## config.mk

```make
export PLATFORM = sky130hd
export DESIGN_NAME = lsu_ld_pcx_arb
export DESIGN_NICKNAME = d
export VERILOG_FILES = /design/src/rtl/lsu_ld_pcx_arb.sv
export SDC_FILE = /design/constraint.sdc
export NUM_CORES = 1
export LEC_CHECK = 0
export BUFFER_PORTS_ARGS = -buffer_cell sky130_fd_sc_hd__buf_2
export CAP_MARGIN = 10
export CORE_MARGIN = 5
export CORE_UTILIZATION = 40
export DETAILED_ROUTE_END_ITERATION = 7
export PLACE_DENSITY_LB_ADDON = 0.2
export SLEW_MARGIN = 10
export SYNTH_ARGS = -nofsm -noshare
export SYNTH_HDL_FRONTEND = slang
export SYNTH_SLANG_ARGS = --single-unit
export TNS_END_PERCENT = 1
```

## constraint.sdc

```tcl
create_clock -name clk -period 3 [get_ports clk]
set_input_delay 0.15 -clock clk [delete_from_list [all_inputs] [get_ports clk]]
set_output_delay 0.15 -clock clk [all_outputs]
set_load 0.005 [all_outputs]
```

## src/rtl/lsu_ld_pcx_arb.sv

```systemverilog
// Load PCX issue arbiter: round-robin pick across per-thread LMQs, one-deep
// output register held until PCX grant, credit-throttled, speculative kill.
module lsu_ld_pcx_arb #(
    parameter int unsigned PKT_W   = 109,
    parameter int unsigned NTHR    = 4,
    parameter int unsigned CREDITS = 2
) (
    input  logic             clk,
    input  logic             arst_l,
    input  logic [NTHR-1:0]  lmq_pend,
    input  logic [NTHR-1:0]  ld_kill,
    input  logic [PKT_W-1:0] load_pcx_pkt,
    output logic [NTHR-1:0]  ld_pcx_rq_sel,
    output logic             pcx_req_vld,
    output logic [PKT_W-1:0] pcx_pkt,
    input  logic             pcx_grant,
    input  logic             pcx_credit_ret,
    output logic [NTHR-1:0]  ld_issued,
    output logic             credit_ovf
);

    localparam int unsigned CW = $clog2(CREDITS + 1);
    localparam int unsigned TW = (NTHR > 1) ? $clog2(NTHR) : 1;
    localparam int unsigned AW = CW + 1;

    logic             vld_q,    vld_d;
    logic [PKT_W-1:0] pkt_q,    pkt_d;
    logic [TW-1:0]    held_q,   held_d;
    logic [TW-1:0]    rr_q,     rr_d;
    logic [CW-1:0]    cred_q,   cred_d;
    logic             ovf_q,    ovf_d;
    logic [NTHR-1:0]  issued_q, issued_d;

    logic             grant_eff;
    logic             kill_held;
    logic             slot_free;
    logic             pick_vld;
    logic [TW-1:0]    pick_idx;
    logic [NTHR-1:0]  held_oh;
    logic [NTHR-1:0]  elig;
    logic [AW-1:0]    cred_sum;
    int unsigned      idx;

    // Pick and next-state: a grant frees the register for a same-cycle refill.
    always_comb begin
        grant_eff = pcx_grant & vld_q;
        held_oh   = NTHR'(1) << held_q;
        kill_held = vld_q & (|(ld_kill & held_oh)) & ~grant_eff;
        elig      = lmq_pend & ~ld_kill & ~(vld_q ? held_oh : '0);
        cred_sum  = AW'(cred_q) + AW'(pcx_credit_ret) - AW'(grant_eff);
        slot_free = (~vld_q & (cred_q != '0)) | (grant_eff & (cred_sum != '0));

        pick_vld = 1'b0;
        pick_idx = '0;
        idx      = 0;
        if (slot_free) begin
            for (int unsigned k = 0; k < NTHR; k++) begin
                idx = (32'(rr_q) + k) % NTHR;
                if (!pick_vld && elig[TW'(idx)]) begin
                    pick_vld = 1'b1;
                    pick_idx = TW'(idx);
                end
            end
        end

        ld_pcx_rq_sel = pick_vld ? (NTHR'(1) << pick_idx) : '0;

        vld_d    = vld_q;
        pkt_d    = pkt_q;
        held_d   = held_q;
        rr_d     = rr_q;
        ovf_d    = ovf_q;
        issued_d = grant_eff ? held_oh : '0;

        if (pick_vld) begin
            vld_d  = 1'b1;
            pkt_d  = load_pcx_pkt;
            held_d = pick_idx;
            rr_d   = (pick_idx == TW'(NTHR - 1)) ? '0 : pick_idx + TW'(1);
        end else if (grant_eff || kill_held) begin
            vld_d = 1'b0;
        end

        // A return while already full saturates and flags the overflow.
        if (cred_sum > AW'(CREDITS)) begin
            cred_d = CW'(CREDITS);
            ovf_d  = 1'b1;
        end else begin
            cred_d = CW'(cred_sum);
        end
    end

    always_ff @(posedge clk or negedge arst_l) begin
        if (!arst_l) begin
            vld_q    <= 1'b0;
            pkt_q    <= '0;
            held_q   <= '0;
            rr_q     <= '0;
            cred_q   <= CW'(CREDITS);
            ovf_q    <= 1'b0;
            issued_q <= '0;
        end else begin
            vld_q    <= vld_d;
            pkt_q    <= pkt_d;
            held_q   <= held_d;
            rr_q     <= rr_d;
            cred_q   <= cred_d;
            ovf_q    <= ovf_d;
            issued_q <= issued_d;
        end
    end

    assign pcx_req_vld = vld_q;
    assign pcx_pkt     = pkt_q;
    assign ld_issued   = issued_q;
    assign credit_ovf  = ovf_q;

endmodule

```

==> impl_metrics.py, run 1 <==
metrics = {
    "worst_hold_path": {
        "worstHoldStart": "pcx_grant",
        "min_path_cells": 4,
        "min_path_type": "input port to register",
        "whs_endpoint": "ld_issued[0]",
    },
    "place": {
        "portBuffers": 239,
        "globalplace.congestion": 0.830,
        "dp_cells": 734,
        "place_hpwl_mm": 10.0,
    },
    "worst_setup_path": {
        "critPathCaptureType": "output port",
        "critPathMaxFanout": 6,
        "worstSetupStartpointType": "register",
        "regToRegEndpoint": "pcx_pkt[8]",
        "r2r-start": "pcx_req_vld",
        "cp_data_required_time_ns": 2.85,
        "rrSetupSlack_ns": 0,
        "r2r_cells": 14,
        "arrival_ns": 3.04,
        "worstSetupPathType": "register to output port",
    },
    "die": {
        "die_area_um2": 16200,
        "pin_count": 240,
        "die_y_um": 127,
        "initial_core_util_pct": 41.2,
        "coreArea_um2": 13300,
        "rows": 42,
        "die_w_um": 127,
    },
    "cells_and_area": {
        "diodes": 0,
        "nNetsFinal": 828,
        "finalNonFillerCells": 888,
        "final_layout_size_suffix_gt1_share_pct": 60.5,
        "area_delta_synth_final_pct": 61.5,
    },
    "logic_synthesis": {
        "async_flop_share_pct": 100,
        "synth_edf_count": 0,
        "yosysWarnings": 0,
        "synth_ff_type": "dfrtp_1",
        "synth_top_area_share_pct": 54.6,
        "synth_seq_cells": 121,
        "yosysTopAreaCell": "dfrtp_1",
        "yosys.cell_types.count": 43,
        "postSynthAreaPerCell_um2": 17.1,
        "syn_inst": 322,
        "syn_area_um2": 5500,
        "synth_nets": 450,
        "synth_common_cells": "dfrtp_1, mux2_4, buf_12",
        "yosys-top-cells-area": "dfrtp_1, mux2_4, buf_12, mux2_2, ha_1",
        "ys_seq_area_share_pct": 55.1,
        "yosysMostFrequentCell": "dfrtp_1",
    },
    "sta": {
        "setup_violations": 4,
        "clock_skew_ns": 0.00740,
        "finalHoldViolCount": 0,
        "min_period_over_period_pct": 106,
        "tightest_slew_ns": 0.750,
        "final_max_slew_viol_count": 0,
        "relSlewSlack_pct": 50.0,
        "tns_ns": -0.716,
        "final.min_clock_period_ns": 3.19,
        "layout_setup_ws_ns": -0.194,
        "fmax_mhz": 313,
        "rsz0062_at_grt": "true",
    },
    "power_and_ir_drop": {
        "p_per_area_nw_per_um2": 1090,
        "sequentialPowerShare_pct": 30.5,
        "power.total_mw": 9.73,
        "intPower_mw": 6.78,
        "netSwitchingPower_mw": 2.94,
        "ir_drop_mv": 0.593,
        "swShare_pct": 30.2,
        "p_leak_nw": 4.40,
        "pwr-share-comb_pct": 46.5,
        "power_frac_clock_pct": 23.0,
    },
    "cts": {
        "tritoncts": "yes",
        "cts.sinks": 121,
        "cts_buffer_depth": 2,
        "htree_levels": 4,
        "clock_latency_ns": 0.41,
        "cts_buffers": 17,
        "cts-root-buf": "clkbuf_16",
        "clk_pin_slew_ns": 0.05,
    },
    "run_status": {
        "violations": "setup timing",
        "status": "finished, violations left",
    },
    "global_routing": {
        "grt_pass1_vias": 4623,
        "antenna_found_initial": 0,
        "grt_util_all_layers_pct": 19.0,
        "grt_max_degree": 67,
        "overflow": 0,
        "grt_pass1_wl_mm": 24.1,
    },
    "routing": {
        "avgRoutedWirePerCell_um": 17.4,
        "wl_mm": 15.5,
        "via_count": 4101,
        "vias_per_cell": 4.62,
        "drc": 0,
        "first_iter_violations": 154,
        "firstDrtPassIters": 4,
        "ant_nets": 0,
    },
    "flow_run": {
        "maxCapViolations": 0,
    },
}
-- flip-flops by register name (all words and copies together) (netlist names) --
register	flops
pcx_pkt	109
ld_issued	4
cred_q	2
credit_ovf	1
held_q	2
pcx_req_vld	1
rr_q	2
-- worst max-delay path, stage by stage (launching register included) --
cell     delay, ns
dfrtp_2       0.42
nand2_4       0.08
inv_4         0.04
ha_4          0.25
inv_2         0.03
ha_4          0.15
fa_2          0.40
xnor2_4       0.17
o31ai_4       0.31
a32oi_4       0.12
buf_6         0.15
buf_12        0.12
buf_12        0.12
and2_1        0.15
buf_2         0.13
-- logic make-up after synthesis --
family,after synthesis,share of synthesized area (%)
AOI/OAI and AO/OA,18,3.21
xor gates and xnor gates,1,0.159
adders and majority gates,7,1.73
buffers and inverters,25,5.50
DFF,121,55.1
muxes,111,29.8
and+or+nand+nor,39,4.53
-- how the worst max path moves through the flow --
| stage | slack [ns] | end | from | cells after the start |
|---|---|---|---|---|
| 3_3_place_gp | 0.14 | pcx_pkt[61] | pcx_req_vld | 12 |
| 6_report | -0.19 | ld_pcx_rq_sel[3] | pcx_req_vld | 14 |
| 4_1_cts | -0.20 | ld_pcx_rq_sel[3] | pcx_req_vld | 13 |
| 2_1_floorplan | 0.004 | rr_q[1] | pcx_req_vld | 14 |
| 3_5_place_dp | 0.05 | ld_pcx_rq_sel[2] | pcx_req_vld | 13 |
| 5_1_grt | -0.31 | ld_pcx_rq_sel[3] | pcx_req_vld | 14 |
-- final cells by class --
cell class,instances,area [um2]
multi-input cells,176,2300
clock inverters,13,216
well taps,176,220
flip-flops and latches,121,3030
repair buffers,374,2630
clock buffers,18,439
inverters,10,42.5
fillers,944,4460
-- cell usage in the layout, fill, tap and decap left out, types with 2 or more instances in the layout --
cell type        n
buf_2          237
dfrtp_1        119
dlygate4sd3_1  110
mux2_4         102
clkbuf_16       17
buf_4           13
buf_12          10
mux2_2           8
inv_1            6
nor2_1           6
ha_4             6
bufinv_16        5
nand2b_1         4
nor3_1           4
o21ai_0          4
nand3_1          3
nand2_1          3
and2_1           3
inv_6            3
clkinvlp_4       3
buf_6            3
inv_4            2
or2_1            2
o21bai_1         2
a211oi_1         2
inv_2            2
o211ai_1         2
o22ai_1          2
clkinv_4         2
-- power groups by stage --
stage | clock network, mW | registers [mW] | logic [mW]
after global placement | 0 | 2.94 | 4.03
after floorplan | 0 | 2.97 | 2.82
after global routing | 2.37 | 3.08 | 4.82
after CTS | 2.29 | 2.96 | 4.41
after detailed placement | 0 | 2.97 | 4.10
final | 2.24 | 2.97 | 4.52
-- what timing repair did --
item / 4_1_cts / 5_1_grt
hold buffers: 110 / 0
resized for setup: 9 / 16
pin swaps: 8 / 7
endpoints found under the hold margin: 163 / 0
setup buffers: 8 / 5
setup endpoints to repair: 4 / 61
-- stage by stage --
step	setup slack (ns)	area, um2	hold slack, ns	utilization [%]
2_1_floorplan	0.00418	5530	-0.146	-
3_3_place_gp	0.140	6900	0.264	51.7
3_5_place_dp	0.0540	6900	0.261	51.7
4_1_cts	-0.199	8770	0.0928	65.7
5_1_grt	-0.305	8880	0.106	66.6
6_report	-0.194	8880	0.119	66.6
-- metal layers --
| layer | track usage [%] | share of wire, % | routed length [um] | up-vias |
|---|---|---|---|---|
| li1 | - | - | - | 1894 |
| met1 | 21.4 | 38 | 5910 | 1981 |
| met2 | 33.0 | 51 | 7940 | 177 |
| met3 | 5.84 | 6.5 | 998 | 49 |
| met4 | 8.83 | 3.9 | 603 | 0 |
| met5 | 0 | 0 | 0 | - |
Power figures use the tool's default switching activity.
==> inputs of run 2 (changes only) <==
==> constraint.sdc (replaced) <==
create_clock -name clk -period 2.75 [get_ports clk]
set_input_delay 0.1375 -clock clk [delete_from_list [all_inputs] [get_ports clk]]
set_output_delay 0.1375 -clock clk [all_outputs]
set_load 0.005 [all_outputs]
==> impl_metrics.py, run 2 (same netlist as run 1, synthesis figures left out) <==
metrics = {
    "die": {
        "die_area_um2": 16200,
        "initial_core_util_pct": 41.2,
        "coreArea_um2": 13300,
        "pin_count": 240,
        "rows": 42,
        "die_y_um": 127,
        "die_w_um": 127,
    },
    "cts": {
        "cts-root-buf": "clkbuf_16",
        "cts_buffers": 17,
        "clock_latency_ns": 0.40,
        "tritoncts": "yes",
        "htree_levels": 4,
        "cts_buffer_depth": 2,
        "cts.sinks": 121,
        "clk_pin_slew_ns": 0.05,
    },
    "routing": {
        "wl_mm": 15.6,
        "avgRoutedWirePerCell_um": 17.6,
        "firstDrtPassIters": 4,
        "ant_nets": 0,
        "drc": 0,
        "via_count": 4174,
        "vias_per_cell": 4.69,
        "first_iter_violations": 153,
    },
    "global_routing": {
        "grt_pass1_wl_mm": 24.7,
        "antenna_found_initial": 0,
        "overflow": 0,
        "grt_pass1_vias": 4695,
        "grt_max_degree": 122,
        "grt_util_all_layers_pct": 19.3,
    },
    "cells_and_area": {
        "nNetsFinal": 829,
        "final_common_cell": "buf_2",
        "final_cell_mix": "buf_2, dfrtp_1, dlygate4sd3_1",
        "diodes": 0,
        "largest_register_ffs": 109,
        "area_delta_synth_final_pct": 58.6,
        "finish.utilization_pct": 65.4,
        "final_layout_size_suffix_gt1_share_pct": 60.1,
    },
    "power_and_ir_drop": {
        "ir_drop_mv": 0.533,
        "p_per_area_nw_per_um2": 1170,
        "power.total_mw": 10.2,
        "p_leak_nw": 4.35,
    },
    "run_status": {
        "status": "finished, violations left",
        "violations": "setup timing",
    },
    "sta": {
        "rsz0062_at_grt": "true",
        "layout_setup_ws_ns": -0.376,
        "final.min_clock_period_ns": 3.13,
        "holdWs_ns": 0.120,
        "fmax_mhz": 320,
        "min_period_over_period_pct": 114,
        "finalHoldViolCount": 0,
        "setup_violations": 60,
        "relSlewSlack_pct": 57.2,
        "tightest_slew_ns": 0.643,
        "clock_skew_ns": 0.00728,
        "final_max_slew_viol_count": 0,
    },
    "worst_setup_path": {
        "slowest_delay_ns": 0.40,
        "critPathMaxFanout": 4,
        "cp.buffers_inverters": 5,
        "slowest_stage": "dfrtp_2",
        "crit_family": "adder cells",
        "critPathCaptureType": "output port",
        "cp_data_required_time_ns": 2.61,
        "path_cells": "nand2_2, inv_2, ha_4, inv_2, ha_4, fa_2, xnor2_4, o31ai_4, a32oi_4, buf_6, nand4_4, inv_4, ha_4, and2_4, buf_6",
        "worstSetupPathType": "register to output port",
        "worstSetupStartpointType": "register",
        "arrival_ns": 2.99,
        "crit_top_cell": "ha_4",
    },
    "place": {
        "place_hpwl_mm": 10.0,
        "globalplace.congestion": 0.876,
        "pre_cts_ws_ns": -0.102,
        "portBuffers": 239,
    },
    "worst_hold_path": {
        "min_path_type": "input port to register",
    },
    "flow_run": {
        "maxCapViolations": 0,
    },
}
## run 2: cell types whose count changed in the layout (fill, tap and decap cells not counted), moves of 2 or more
cell / change
clkbuf_1: +4
bufinv_16: -3
buf_4: +8
clkinv_2: +4
clkbuf_8: +2
buf_12: -5
inv_6: -3
clkinvlp_4: -2
## run 2: per-layer routing
layer,up-vias,share of wire [%],global-route usage [%]
li1,1899,-,-
met5,-,0,0
met1,2054,40,22.4
met4,0,2.6,8.77
met3,34,6.7,5.43
met2,187,51,33.2
## run 2: final cells by class
| class | count | area, um2 |
|---|---|---|
| Sequential cell | 121 | 3030 |
| Inverter | 10 | 40.0 |
| Clock buffer | 24 | 482 |
| Multi-Input combinational cell | 176 | 2280 |
| Fill cell | 974 | 4620 |
| Clock inverter | 8 | 96.3 |
| Tap cell | 176 | 220 |
| Timing Repair Buffer | 375 | 2570 |
## run 2: metrics by stage
step           setup TNS [ns]  cells  cell area, um2
6_report                -3.39    890            8730
3_3_place_gp           -0.402    743            6930
5_1_grt                -13.44    890            8730
4_1_cts                 -3.17    890            8710
2_1_floorplan          -0.461    322            5550
3_5_place_dp            -3.38    743            6930
## run 2: timing repair
| item | 4_1_cts | 5_1_grt |
|---|---|---|
| pin swaps | 8 | 0 |
| setup buffers | 5 | 0 |
| cloned | 0 | 0 |
| gates resized for setup | 12 | 3 |
| hold buffers | 110 | 0 |
| setup endpoints to repair | 110 | 111 |
| endpoints found under the hold margin | 229 | 0 |
## run 2: worst paths after layout
| path | from | endpoint | cells after the start | slack (ns) |
|---|---|---|---|---|
| hold / removal | pcx_grant | pcx_req_vld | 3 | 0.12 |
| min in group asynchronous | arst_l | pcx_pkt[18] | 3 | 0.37 |
| hold reg to reg | credit_ovf | credit_ovf | 1 | 0.48 |
| setup / recovery | pcx_req_vld | ld_pcx_rq_sel[3] | 15 | -0.38 |
| max in group asynchronous | arst_l | pcx_req_vld | 3 | 1.86 |
| setup reg to reg | pcx_req_vld | pcx_pkt[56] | 12 | -0.06 |
## run 2: worst register-to-register path, cell delays in order (launching register included)
cell and delay [ns]:
dfrtp_2 0.40, nand2_2 0.07, inv_2 0.05, ha_4 0.25, inv_2 0.04, ha_4 0.15, fa_2 0.38, xnor2_4 0.19
o31ai_4 0.09, a32oi_4 0.21, buf_4 0.27, buf_12 0.23, mux2_4 0.34
## run 2: where the power goes
part | switching [mW] | internal [mW] | total (mW)
registers | 0.537 | 2.69 | 3.23
logic | 1.88 | 2.95 | 4.83
clock network | 0.743 | 1.40 | 2.14
total | 3.16 | 7.04 | 10.2
==> inputs of run 3 (changes only) <==
--- a/config.mk
+++ b/config.mk
@@ -5,6 +5,7 @@
 export SDC_FILE = /design/constraint.sdc
 export NUM_CORES = 1
 export LEC_CHECK = 0
+export ABC_AREA = 1
 export BUFFER_PORTS_ARGS = -buffer_cell sky130_fd_sc_hd__buf_2
 export CAP_MARGIN = 10
 export CORE_MARGIN = 5
==> impl_metrics.py, run 3 <==
metrics = {
    "power_and_ir_drop": {
        "p_leak_nw": 4.74,
        "ir_drop_mv": 0.671,
        "power.total_mw": 10.8,
        "p_per_area_nw_per_um2": 1290,
    },
    "worst_setup_path": {
        "cp.buffers_inverters": 6,
        "arrival_ns": 2.96,
        "crit_end": "ld_pcx_rq_sel[2]",
        "worstSetupStartpointType": "register",
        "r2r-start": "pcx_req_vld",
        "slowest_stage": "dfrtp_1",
        "crit_start": "pcx_req_vld",
        "cp_data_required_time_ns": 2.61,
        "cp.depth": 18,
        "critPathMaxFanout": 4,
        "r2r_cells": 15,
        "regToRegEndpoint": "pcx_pkt[94]",
        "slowest_delay_ns": 0.38,
        "critPathCaptureType": "output port",
        "path_cells": "nand2_2, inv_2, ha_4, inv_2, ha_4, fa_2, xnor2_2, nor2_2, nand2_1, a21oi_2, buf_6, nor2_4, nand2_4, inv_4, ha_2, inv_1, nor2_1, buf_2",
        "worstSetupPathType": "register to output port",
        "rrSetupSlack_ns": 0.01,
        "crit_family": "adder cells",
    },
    "logic_synthesis": {
        "synth_edf_count": 0,
        "yosysWarnings": 0,
        "syn_area_um2": 5070,
        "synth_common_cells": "nand2_1, dfrtp_1, inv_1",
        "ys_seq_area_share_pct": 59.8,
        "synth_nets": 731,
        "yosysTopAreaCell": "dfrtp_1",
        "yosys.cell_types.count": 24,
        "yosys-top-cells-area": "dfrtp_1, nand2_1, nand3_1, inv_1, ha_1",
        "syn_inst": 603,
        "yosysMostFrequentCell": "nand2_1",
        "postSynthAreaPerCell_um2": 8.41,
        "synth_seq_cells": 121,
        "synth_top_area_share_pct": 59.2,
        "synth_ff_type": "dfrtp_1",
        "async_flop_share_pct": 100,
    },
    "global_routing": {
        "antenna_found_initial": 0,
        "grt_pass1_wl_mm": 25.5,
        "overflow": 0,
        "grt_max_degree": 66,
        "grt_util_all_layers_pct": 21.6,
        "grt_pass1_vias": 5417,
    },
    "sta": {
        "clock_skew_ns": 0.00782,
        "fmax_mhz": 323,
        "setup_violations": 4,
        "layout_setup_ws_ns": -0.350,
        "finalHoldViolCount": 0,
        "tns_ns": -1.33,
        "min_period_over_period_pct": 113,
        "tightest_slew_ns": 0.549,
        "final_max_slew_viol_count": 0,
        "relSlewSlack_pct": 63.3,
        "final.min_clock_period_ns": 3.10,
        "holdWs_ns": 0.0499,
        "rsz0062_at_grt": "true",
    },
    "run_status": {
        "violations": "setup timing",
        "status": "finished, violations left",
    },
    "cts": {
        "clk_pin_slew_ns": 0.05,
        "clock_latency_ns": 0.41,
        "cts.sinks": 121,
        "cts_buffer_depth": 2,
        "tritoncts": "yes",
        "htree_levels": 4,
        "cts-root-buf": "clkbuf_16",
        "cts_buffers": 17,
    },
    "place": {
        "pre_cts_ws_ns": -0.0732,
        "portBuffers": 239,
        "globalplace.congestion": 0.879,
        "place_hpwl_mm": 10.1,
    },
    "routing": {
        "firstDrtPassIters": 5,
        "via_count": 5323,
        "vias_per_cell": 4.63,
        "avgRoutedWirePerCell_um": 14.2,
        "first_iter_violations": 347,
        "wl_mm": 16.4,
        "ant_nets": 0,
        "drc": 0,
    },
    "die": {
        "die_area_um2": 15000,
        "initial_core_util_pct": 40.5,
        "pin_count": 240,
        "die_y_um": 123,
        "die_w_um": 123,
        "rows": 41,
        "coreArea_um2": 12500,
    },
    "cells_and_area": {
        "final_cell_mix": "nand2_1, buf_2, dfrtp_1",
        "area_delta_synth_final_pct": 65.6,
        "final_layout_size_suffix_gt1_share_pct": 32.4,
        "largest_register_ffs": 109,
        "finish.utilization_pct": 67.1,
        "nNetsFinal": 1095,
        "final_common_cell": "nand2_1",
        "diodes": 0,
    },
    "worst_hold_path": {
        "min_path_type": "input port to register",
    },
    "flow_run": {
        "maxCapViolations": 0,
    },
}
run 3: how the worst min path moves through the flow:
| stage | slack (ns) | depth (start not counted) | from | end |
|---|---|---|---|---|
| final | 0.05 | 4 | ld_kill[0] | pcx_req_vld |
| after global routing | 0.03 | 3 | pcx_grant | ld_issued[2] |
| after CTS | 0.01 | 3 | pcx_grant | ld_issued[2] |
| after detailed placement | 0.09 | 1 | arst_l | pcx_pkt[16] |
| after global placement | 0.09 | 1 | arst_l | pcx_pkt[16] |
| after floorplan | -0.16 | 0 | arst_l | cred_q[0] |
run 3: logic make-up after synthesis:
| group | share of synthesized area (%) |
|---|---|
| AND/OR/NAND/NOR | 31.7 |
| flip-flops | 59.8 |
| buffers and inverters | 5.21 |
| adder cells (fa/ha/maj) | 1.88 |
| AO/OA/AOI/OAI | 0.741 |
| XOR/XNOR | 0.667 |
run 3: timing repair:
action	in CTS	in global routing
buffers inserted	2	4
setup endpoints to repair	65	115
hold endpoints to repair	136	0
hold buffers	111	0
gates resized for setup	3	30
pin swaps	2	18
run 3: metal layers:
| layer | vias to the layer above | routed length (um) | global-route usage, % |
|---|---|---|---|
| met3 | 48 | 1380 | 6.13 |
| li1 | 2552 | - | - |
| met1 | 2469 | 6130 | 25.0 |
| met2 | 254 | 8220 | 36.6 |
| met4 | 0 | 657 | 11.4 |
| met5 | - | 0 | 0 |
run 3: worst reg2reg max path, delay by kind of cell (launching register included):
kind	cells	cell delay [ns]
compound gates	2	0.42
xor+xnor	1	0.16
fa+ha+maj	3	0.77
buf+inv	4	0.49
flops	1	0.38
simple gates	5	0.43
run 3: where the power goes:
group | internal, mW | switching (mW) | leakage, nW | total, mW
clock network | 1.46 | 0.746 | 0.286 | 2.20
logic | 2.24 | 3.18 | 2.97 | 5.42
registers | 2.71 | 0.503 | 1.49 | 3.21
total | 6.40 | 4.43 | 4.74 | 10.8
run 3: through the flow:
stage,cell area (um2),std cells
floorplan,5070,603
global placement,6530,1003
detailed placement,6530,1003
CTS,8250,1146
global route,8390,1150
finish,8390,1150
run 3: cell type report:
class | count | area (um2)
timing repair buffer | 372 | 2580
sequential | 121 | 3030
fill | 988 | 4120
multi-input combinational | 431 | 1890
inverter | 24 | 95.1
clock inverter | 8 | 121
clock buffer | 22 | 464
tap | 172 | 215
